`src/rtl/seg14_pkg.sv`:
```
// Shared constants for the 14-segment frame decoder: state encoding,
// character codes and segment patterns (bit order a b c d e f g1 g2 h i j k l m, MSB first).
package seg14_pkg;

    typedef enum logic {
        HUNT    = 1'b0,
        CAPTURE = 1'b1
    } state_t;

    localparam logic [5:0] CODE_SPACE   = 6'd0;
    localparam logic [5:0] CODE_A       = 6'd1;
    localparam logic [5:0] CODE_NTILDE  = 6'd27;
    localparam logic [5:0] CODE_DIGIT0  = 6'd28;
    localparam logic [5:0] CODE_UNKNOWN = 6'd63;

    localparam logic [13:0] PAT_SPACE  = 14'b0000_0000_0000_00;
    localparam logic [13:0] PAT_A      = 14'b1110_1111_0000_00;
    localparam logic [13:0] PAT_B      = 14'b1111_0001_0100_10;
    localparam logic [13:0] PAT_C      = 14'b1001_1100_0000_00;
    localparam logic [13:0] PAT_D      = 14'b1111_0000_0100_10;
    localparam logic [13:0] PAT_E      = 14'b1001_1111_0000_00;
    localparam logic [13:0] PAT_F      = 14'b1000_1110_0000_00;
    localparam logic [13:0] PAT_G      = 14'b1011_1101_0000_00;
    localparam logic [13:0] PAT_H      = 14'b0110_1111_0000_00;
    localparam logic [13:0] PAT_I      = 14'b1001_0000_0100_10;
    localparam logic [13:0] PAT_J      = 14'b0111_1000_0000_00;
    localparam logic [13:0] PAT_K      = 14'b0000_1110_0010_01;
    localparam logic [13:0] PAT_L      = 14'b0001_1100_0000_00;
    localparam logic [13:0] PAT_M      = 14'b0110_1100_1010_00;
    localparam logic [13:0] PAT_N      = 14'b0110_1100_1000_01;
    localparam logic [13:0] PAT_O      = 14'b1111_1100_0000_00;
    localparam logic [13:0] PAT_P      = 14'b1100_1111_0000_00;
    localparam logic [13:0] PAT_Q      = 14'b1111_1100_0000_01;
    localparam logic [13:0] PAT_R      = 14'b1100_1111_0000_01;
    localparam logic [13:0] PAT_S      = 14'b1011_0111_0000_00;
    localparam logic [13:0] PAT_T      = 14'b1000_0000_0100_10;
    localparam logic [13:0] PAT_U      = 14'b0111_1100_0000_00;
    localparam logic [13:0] PAT_V      = 14'b0000_1100_0011_00;
    localparam logic [13:0] PAT_W      = 14'b0110_1100_0001_01;
    localparam logic [13:0] PAT_X      = 14'b0000_0000_1011_01;
    localparam logic [13:0] PAT_Y      = 14'b0000_0000_1010_10;
    localparam logic [13:0] PAT_Z      = 14'b1001_0000_0011_00;
    localparam logic [13:0] PAT_NTILDE = 14'b1110_1100_1000_01;
    // Digit 5 uses a diagonal stroke so it never aliases the plain S shape.
    localparam logic [13:0] PAT_D0     = 14'b1111_1100_0011_00;
    localparam logic [13:0] PAT_D1     = 14'b0110_0000_0010_00;
    localparam logic [13:0] PAT_D2     = 14'b1101_1011_0000_00;
    localparam logic [13:0] PAT_D3     = 14'b1111_0001_0000_00;
    localparam logic [13:0] PAT_D4     = 14'b0110_0111_0000_00;
    localparam logic [13:0] PAT_D5     = 14'b1001_0110_0000_01;
    localparam logic [13:0] PAT_D6     = 14'b1011_1111_0000_00;
    localparam logic [13:0] PAT_D7     = 14'b1110_0000_0000_00;
    localparam logic [13:0] PAT_D8     = 14'b1111_1111_0000_00;
    localparam logic [13:0] PAT_D9     = 14'b1111_0111_0000_00;

endpackage

```
`src/rtl/seg14_char_decode.sv`:
```
// Combinational 14-segment pattern to 6-bit character code lookup.
module seg14_char_decode
    import seg14_pkg::*;
(
    input  logic [13:0] segm,
    output logic [5:0]  code
);

    always_comb begin
        code = CODE_UNKNOWN;
        case (segm)
            PAT_SPACE:  code = CODE_SPACE;
            PAT_A:      code = CODE_A;
            PAT_B:      code = 6'd2;
            PAT_C:      code = 6'd3;
            PAT_D:      code = 6'd4;
            PAT_E:      code = 6'd5;
            PAT_F:      code = 6'd6;
            PAT_G:      code = 6'd7;
            PAT_H:      code = 6'd8;
            PAT_I:      code = 6'd9;
            PAT_J:      code = 6'd10;
            PAT_K:      code = 6'd11;
            PAT_L:      code = 6'd12;
            PAT_M:      code = 6'd13;
            PAT_N:      code = 6'd14;
            PAT_O:      code = 6'd15;
            PAT_P:      code = 6'd16;
            PAT_Q:      code = 6'd17;
            PAT_R:      code = 6'd18;
            PAT_S:      code = 6'd19;
            PAT_T:      code = 6'd20;
            PAT_U:      code = 6'd21;
            PAT_V:      code = 6'd22;
            PAT_W:      code = 6'd23;
            PAT_X:      code = 6'd24;
            PAT_Y:      code = 6'd25;
            PAT_Z:      code = 6'd26;
            PAT_NTILDE: code = CODE_NTILDE;
            PAT_D0:     code = CODE_DIGIT0;
            PAT_D1:     code = 6'd29;
            PAT_D2:     code = 6'd30;
            PAT_D3:     code = 6'd31;
            PAT_D4:     code = 6'd32;
            PAT_D5:     code = 6'd33;
            PAT_D6:     code = 6'd34;
            PAT_D7:     code = 6'd35;
            PAT_D8:     code = 6'd36;
            PAT_D9:     code = 6'd37;
            default:    code = CODE_UNKNOWN;
        endcase
    end

endmodule

```
`src/rtl/seg14_frame_decoder.sv`:
```
// Follows a one-hot 14-segment display scan, decodes each digit and commits
// complete 12-position frames into a readable output buffer.
module seg14_frame_decoder
    import seg14_pkg::*;
#(
    parameter int NPOS = 12
) (
`ifdef USE_POWER_PINS
    inout  wire              vdd,
    inout  wire              vss,
`endif
    input  logic             clk,
    input  logic             rst_n,
    input  logic [NPOS-1:0]  sel,
    input  logic [13:0]      segm,
    input  logic [3:0]       rd_idx,
    output logic [5:0]       rd_code,
    input  logic             ack,
    output logic             frame_valid,
    output logic             frame_ovf,
    output logic             bad_char,
    output logic             seq_err,
    output logic             locked
);

    localparam logic [NPOS-1:0] FIRST_SEL = NPOS'(1);
    localparam logic [3:0]      LAST_POS  = 4'(NPOS - 1);

    logic [NPOS-1:0] sel_q;
    logic [13:0]     segm_q;
    logic [5:0]      char_code;
    logic            char_unknown;

    state_t          state;
    logic [3:0]      pos;
    logic [NPOS-1:0] exp_sel;
    logic [5:0]      cap_buf [NPOS];
    logic [NPOS-1:0] cap_bad;
    logic [5:0]      out_buf [NPOS];
    logic            commit_pend;

    seg14_char_decode u_decode (
        .segm (segm_q),
        .code (char_code)
    );

    assign char_unknown = (char_code == CODE_UNKNOWN);
    assign exp_sel      = FIRST_SEL << pos;

    always_ff @(posedge clk or negedge rst_n) begin
        if (!rst_n) begin
            sel_q  <= '0;
            segm_q <= '0;
        end else begin
            sel_q  <= sel;
            segm_q <= segm;
        end
    end

    always_ff @(posedge clk or negedge rst_n) begin
        if (!rst_n) begin
            state       <= HUNT;
            pos         <= '0;
            cap_bad     <= '0;
            commit_pend <= 1'b0;
            frame_valid <= 1'b0;
            frame_ovf   <= 1'b0;
            bad_char    <= 1'b0;
            seq_err     <= 1'b0;
            locked      <= 1'b0;
            for (int i = 0; i < NPOS; i++) begin
                cap_buf[i] <= '0;
                out_buf[i] <= '0;
            end
        end else begin
            seq_err     <= 1'b0;
            commit_pend <= 1'b0;

            // A pending commit beats a coinciding ack; the ack only clears the overflow.
            if (commit_pend) begin
                out_buf     <= cap_buf;
                bad_char    <= |cap_bad;
                frame_valid <= 1'b1;
                frame_ovf   <= ack ? 1'b0 : (frame_ovf | frame_valid);
            end else if (ack) begin
                frame_valid <= 1'b0;
                frame_ovf   <= 1'b0;
            end

            case (state)
                HUNT: begin
                    if (sel_q == FIRST_SEL) begin
                        state      <= CAPTURE;
                        locked     <= 1'b1;
                        cap_buf[0] <= char_code;
                        cap_bad[0] <= char_unknown;
                        pos        <= 4'd1;
                    end
                end
                CAPTURE: begin
                    if (sel_q == exp_sel) begin
                        cap_buf[pos] <= char_code;
                        cap_bad[pos] <= char_unknown;
                        if (pos == LAST_POS) begin
                            pos         <= '0;
                            commit_pend <= 1'b1;
                        end else begin
                            pos <= pos + 4'd1;
                        end
                    end else begin
                        seq_err <= 1'b1;
                        state   <= HUNT;
                        locked  <= 1'b0;
                        pos     <= '0;
                    end
                end
                default: begin
                    state  <= HUNT;
                    locked <= 1'b0;
                    pos    <= '0;
                end
            endcase
        end
    end

    always_comb begin
        rd_code = '0;
        if (rd_idx < 4'(NPOS)) begin
            rd_code = out_buf[rd_idx];
        end
    end

endmodule

```
`config.mk`:
```
export PLATFORM = sky130hd
export DESIGN_NAME = seg14_frame_decoder
export DESIGN_NICKNAME = d
export VERILOG_FILES = /design/src/rtl/seg14_pkg.sv /design/src/rtl/seg14_char_decode.sv /design/src/rtl/seg14_frame_decoder.sv
export SDC_FILE = /design/constraint.sdc
export NUM_CORES = 1
export LEC_CHECK = 0
export ABC_AREA = 1
export CAP_MARGIN = 5
export CELL_PAD_IN_SITES_DETAIL_PLACEMENT = 0
export CELL_PAD_IN_SITES_GLOBAL_PLACEMENT = 1
export CORE_ASPECT_RATIO = 0.7
export CORE_MARGIN = 4
export CORE_UTILIZATION = 45
export DETAILED_ROUTE_END_ITERATION = 8
export HOLD_SLACK_MARGIN = 0.05
export PLACE_DENSITY = 0.78
export SYNTH_ARGS = -nofsm -noshare
export SYNTH_HDL_FRONTEND = slang
export SYNTH_SLANG_ARGS = --single-unit
```
`constraint.sdc`:
```
create_clock -name clk -period 2.7 [get_ports clk]
set_clock_uncertainty 0.15 [all_clocks]
set_input_delay 0.405 -clock clk [delete_from_list [all_inputs] [get_ports clk]]
set_output_delay 0.405 -clock clk [all_outputs]
set_load 0.02 [all_outputs]
```
# After elaboration in Yosys (flattened, before gate mapping)
# Cells that the tools add are included.
# totals
regBits	193
output_inout_bits	11
wordCells	136
# op_classes
addsub	1
order_cmp	6
n_eq_ne	44
n_shift	1
mux	36
bitwise	4
n_reduce_logical	8
# op_table
cell	count
== test 14 bit, second input constant	24
one-hot mux 6 bit (38 select lines)	1
== test 14 x 13 -> 1 bit, second input constant	8
bitwise mux 72 bit	1
two-way mux 72 bit	1
two-way mux 6 bit	5
== test 14 x 10 -> 1 bit, second input constant	2
== test 14 x 6 -> 1 bit, second input constant	2
binary-select mux 6 bit (select 4 bit)	1
demux 6 bit (select 4 bit)	1
two-way mux 1 bit	16
== test 14 x 11 -> 1 bit, second input constant	1
zero test 14 bit	1
bitwise mux 12 bit	1
== test 12 x 1 -> 1 bit, second input constant	1
== test 12 bit	1
two-way mux 4 bit	3
one-hot mux 6 bit (2 select lines)	1
OR reduction 12 bit	1
left shift 1 x 4 -> 12 bit, first input constant	1
>= comparator 5 bit, second input constant	2
NOT 4 -> 5 bit	2
one-hot mux 4 bit (2 select lines)	1
== test 6 bit, second input constant	1
15 further kinds	21

# Logic depth before layout (Yosys ltp)
# logic_depth
ltp_word	8
mapped_depth	15
depth_no_buf	15

# By module
# From an unflattened synthesis, not the netlist that was laid out.
# unflattened
hier_cells	1236
area_unflattened_um2	9455.3
# modules_own_cells
module	n_inst	cells_per_inst	area_per_inst_um2	seq_area_each_um2
seg14_frame_decoder	1	984	8390.5	4829.6
seg14_char_decode	1	252	1064.8	0.0

# Least setup slack after synthesis
# Ideal clock, no wire load.
# synth_path
path_type	input to output
from	in rd_idx[0]
to	out rd_code[0]
arrival_ps	1758
slack_ps	387
cell_stages	8
cell_sequence	clkbuf_1 clkinv_1 clkbuf_1 a21oi_1 o21ai_0 nand2_1 nand2_1 a21oi_1
# synth_between
elab_chain_cells	5
elab_cells_between_ends	6
# synth_lines
item	line	source
start, declared	seg14_frame_decoder.sv:16	input logic [3:0] rd_idx,
NOT 4 -> 5 bit (not written as such)	seg14_frame_decoder.sv:129	rd_code = out_buf[rd_idx];
binary-select mux 6 bit (select 4 bit)	seg14_frame_decoder.sv:129	
two-way mux 6 bit (not written as such) (2 in a row)	seg14_frame_decoder.sv:129	
two-way mux 6 bit *	seg14_frame_decoder.sv:128	if (rd_idx < 4'(NPOS)) begin
end, declared	seg14_frame_decoder.sv:17	output logic [5:0] rd_code,
# Every way passes the cells marked *; elsewhere a longest branch is shown, timed or not. The select of a mux whose other input is x is not followed.

# Final worst setup path
# layout_path
from	in rd_idx[0]
to	out rd_code[4]
# The elaborated chain is that of the path after synthesis.

==> summary.md <==
| Metric | Value |
|---|---|
| Outcome | finished, final reports clean |
| HPWL after DPL | ~17000 um |
| Post-route DRC | 0 |
| Num rows | between 40 and 50 |
| Hold Path Class | in -> reg |
| Layout cell share with drive strength beyond 1 | a little over a tenth |
| Final setup fails | 0 |
| Hold WS | about 250 ps |
| Final WL | 24500 um |
| Final Hold Vio Count | 0 |
| Layout Utilization | between 50% and 60% |
| Most frequent cells after synthesis | nand2_1, dfrtp_1, nor2_1 |
| Achievable Freq | around 390 MHz |
| Seq pwr share | 50.5% |
| Combinational power share | between 6 and 7% |
| Layout Nets | ~1300 |
| Worst-path clk slew | about 70 ps |
| Post-synth EDFFs | 0 |
| Switching pwr | 1.39 mW |
| DR vias/cell | 4.99 |
| Vias in the first global route | 6964 |
| Diode count | 0 |
| Drt initial violations | between 800 and 900 |
| Simple-Gate Fraction of Synth Area | 32.7% |
| Initial antenna violation count | 0 |
| Synth warnings | 0 |
| Sequential fraction of the synthesis area | between 50 and 60% |
| P_int | 4.52 mW |
| RSZ-0062 raised after global routing | no |
| XOR/XNOR share of the synthesized area | less than 1% |
| Worst r2r src | pos[1] |
| Mapped cell area | about 9200 um2 |
| Synthesized area per cell | a little under 8 um2 |
| Flop2flop setup slack | 190 ps |
| Num ports | 44 |
| Chip Width | about 180 um |
| CTS tree | yes |
| CP max FO | 25 |
| Die H | 128 um |
| DR pass1 iterations | 8 |
| Min-Delay Startpoint | segm[7] |
| Worst EP arrival | roughly 2000 ps |
| Largest family of logic cells by synthesized area | simple AND/OR/NAND/NOR gates |
| Number of H-tree levels | 4 |
| R2R cell count | 14 |
| Worst EP required | ~2100 ps |
| Clock Tree Root | clkbuf_16 |
| Gr usage total | ~22% |
| Slew Viols, Final | 0 |
| Area growth syn-to-layout | 17.4% |
| Cells after Synth | ~1200 |
| Fin crit period | ~2600 ps |
| Net Count, Synth | about 1200 |
| Congestion Overflow GR | 0 |
| Post-synthesis adder-cell area fraction | 0.813% |
| Cell taking the most area after synthesis | dfrtp_1 |
| Worst Hold Path EP | segm_q[7] |
| Static Leak | 5.86 nW |
| Yosys reg bits | about 190 |
| Remaining antenna violation count after routing | 0 |
| Min-Delay Path Depth | 1 |
| Worst relative slew slack | between 40% and 50% |
| Slew at the pin closest to its max-slew limit | between 800 and 900 ps |
| Mux cell area share after synthesis | 0% |
| Peak supply drop | about 0.44 mV |
| Synth Area in Compound Gates | under 10% |
| CORE AREA | around 20000 um2 |
| CTS Buffer Depth | 2 |
| CP Capture Type | output pin |
| First-pass GRT wire length | slightly below 40000 um |
| Final Cycle Share | 95.1% |
| Starting density of the core | 46.2% |
| Worst reg2reg endpoint | cap_bad[9] |
| Total power divided by cell area | between 500 and 600 nW/um2 |
| Largest cells by area after synthesis | dfrtp_1, nand2_1, nor2_1 |
| Asr flop ratio synth | between 90% and 100% |
| Port buffer count | 43 |
| Pin count of the biggest net entering global routing | approximately 100 |
| Primary FF master, synth | dfrtp_1 |
| Drt wl/cell | between 15 and 20 um |
| CTS buffer count | 17 |
| Most frequent cell after synthesis | nand2_1 |
| Via count | ~7700 |
| Clock power frac | between 40% and 50% |
| Max Cap Viol | 0 |
| Yosys cell types | 35 |
| Net Sw Frac | roughly a quarter |
| Num Clock Sinks | slightly below 200 |
| Die area | ~23000 um2 |
| Top cell type's share of synthesized area | 52.3% |
| GP Congestion | approximately 0.9 |
| Critical path class | in -> out |
| Clock Latency Late Sink | 440 ps |
| Startpoint types | primary input |
-- layout by cell type, fill, tap and decap left out, types with 5 or more instances in the layout --
master	count
o21ai_0	68
nor3_1	6
inv_1	77
nor2_2	8
nor2_8	8
nor4_1	5
a21oi_1	37
buf_12	8
nand2_1	545
nand4_1	5
o21ai_2	7
o21ai_1	6
nand2_8	6
nand3_1	28
buf_4	24
nor2_1	92
o22ai_1	10
clkdlybuf4s50_1	36
dfrtp_1	192
clkbuf_16	17
clkbuf_1	6
ha_1	6
inv_2	19
-- timing repair --
action / 4_1_cts / 5_1_grt
endpoints found under the setup margin: 6 / 79
buffers inserted: 0 / 6
hold buffers: 1 / 0
endpoints found under the hold margin: 59 / 0
pin swaps: 0 / 1
gates resized for setup: 13 / 29
-- worst max-delay path by stage --
stage	cells after the start	slack, ps	endpoint	start
2_1_floorplan	8	390	rd_code[0]	rd_idx[0]
3_3_place_gp	9	-320	rd_code[5]	rd_idx[0]
3_5_place_dp	9	-320	rd_code[5]	rd_idx[0]
4_1_cts	13	1	cap_buf[27]	segm_q[8]
5_1_grt	14	10	cap_buf[1]	pos[1]
6_report	9	130	rd_code[4]	rd_idx[0]
-- flip-flops by register name, indices dropped and copies added, names as in the netlist, 4 cells and up --
signal	cells
cap_bad	12
out_buf	72
pos	4
sel_q	12
cap_buf	72
segm_q	14
-- layout make-up --
type	count	area, um2
fill	1934	9130
clock inverter	7	101
tap	270	338
sequential	193	4830
inverter	101	384
clock buffer	25	475
timing repair buffer	76	754
multi-input combinational	863	3950
-- routing by layer --
layer  part of all wire, %  global-route usage (%)  up-vias
met1                    54                    38.1     3589
met3                   7.1                    5.40       11
met2                    38                    27.7      229
met5                     0                       0        -
met4                  0.51                    3.63        0
li1                      -                       -     3837
-- stage by stage --
| step | cells | power (mW) | TNS [ps] | area, um2 | worst slack (ps) |
|---|---|---|---|---|---|
| 3_5_place_dp | 1496 | 3.44 | -1670 | 10100 | -315 |
| 4_1_cts | 1529 | 5.96 | 0 | 10700 | 1.25 |
| 6_report | 1535 | 5.91 | 0 | 10800 | 133 |
| 5_1_grt | 1535 | 6.15 | 0 | 10800 | 12.6 |
| 2_1_floorplan | 1193 | 3.23 | 0 | 9230 | 387 |
| 3_3_place_gp | 1496 | 3.44 | -1610 | 10100 | -318 |
-- cells by family (layout without fill, tap and decap cells) --
| group | after synthesis | in the layout |
|---|---|---|
| adders and majority gates | 6 | 6 |
| xor gates and xnor gates | 2 | 2 |
| AOI/OAI and AO/OA | 135 | 135 |
| DFF | 193 | 193 |
| buffers and inverters | 137 | 209 |
| and+or+nand+nor | 720 | 720 |
-- power groups by stage --
stage	clock [mW]	combinational (mW)	sequential, mW
CTS	2.58	0.399	2.98
finish	2.53	0.395	2.99
detailed placement	0	0.400	3.04
floorplan	0	0.200	3.03
global placement	0	0.398	3.04
global route	2.71	0.444	2.99
-- critical path: stages --
cell	delay, ps
clkdlybuf4s50_1	540
clkinv_1	130
buf_12	170
a21oi_1	110
o21ai_0	80
a21oi_1	130
nor2_1	50
a21oi_1	190
buf_2	200
(Power assumes the default switching activity.)
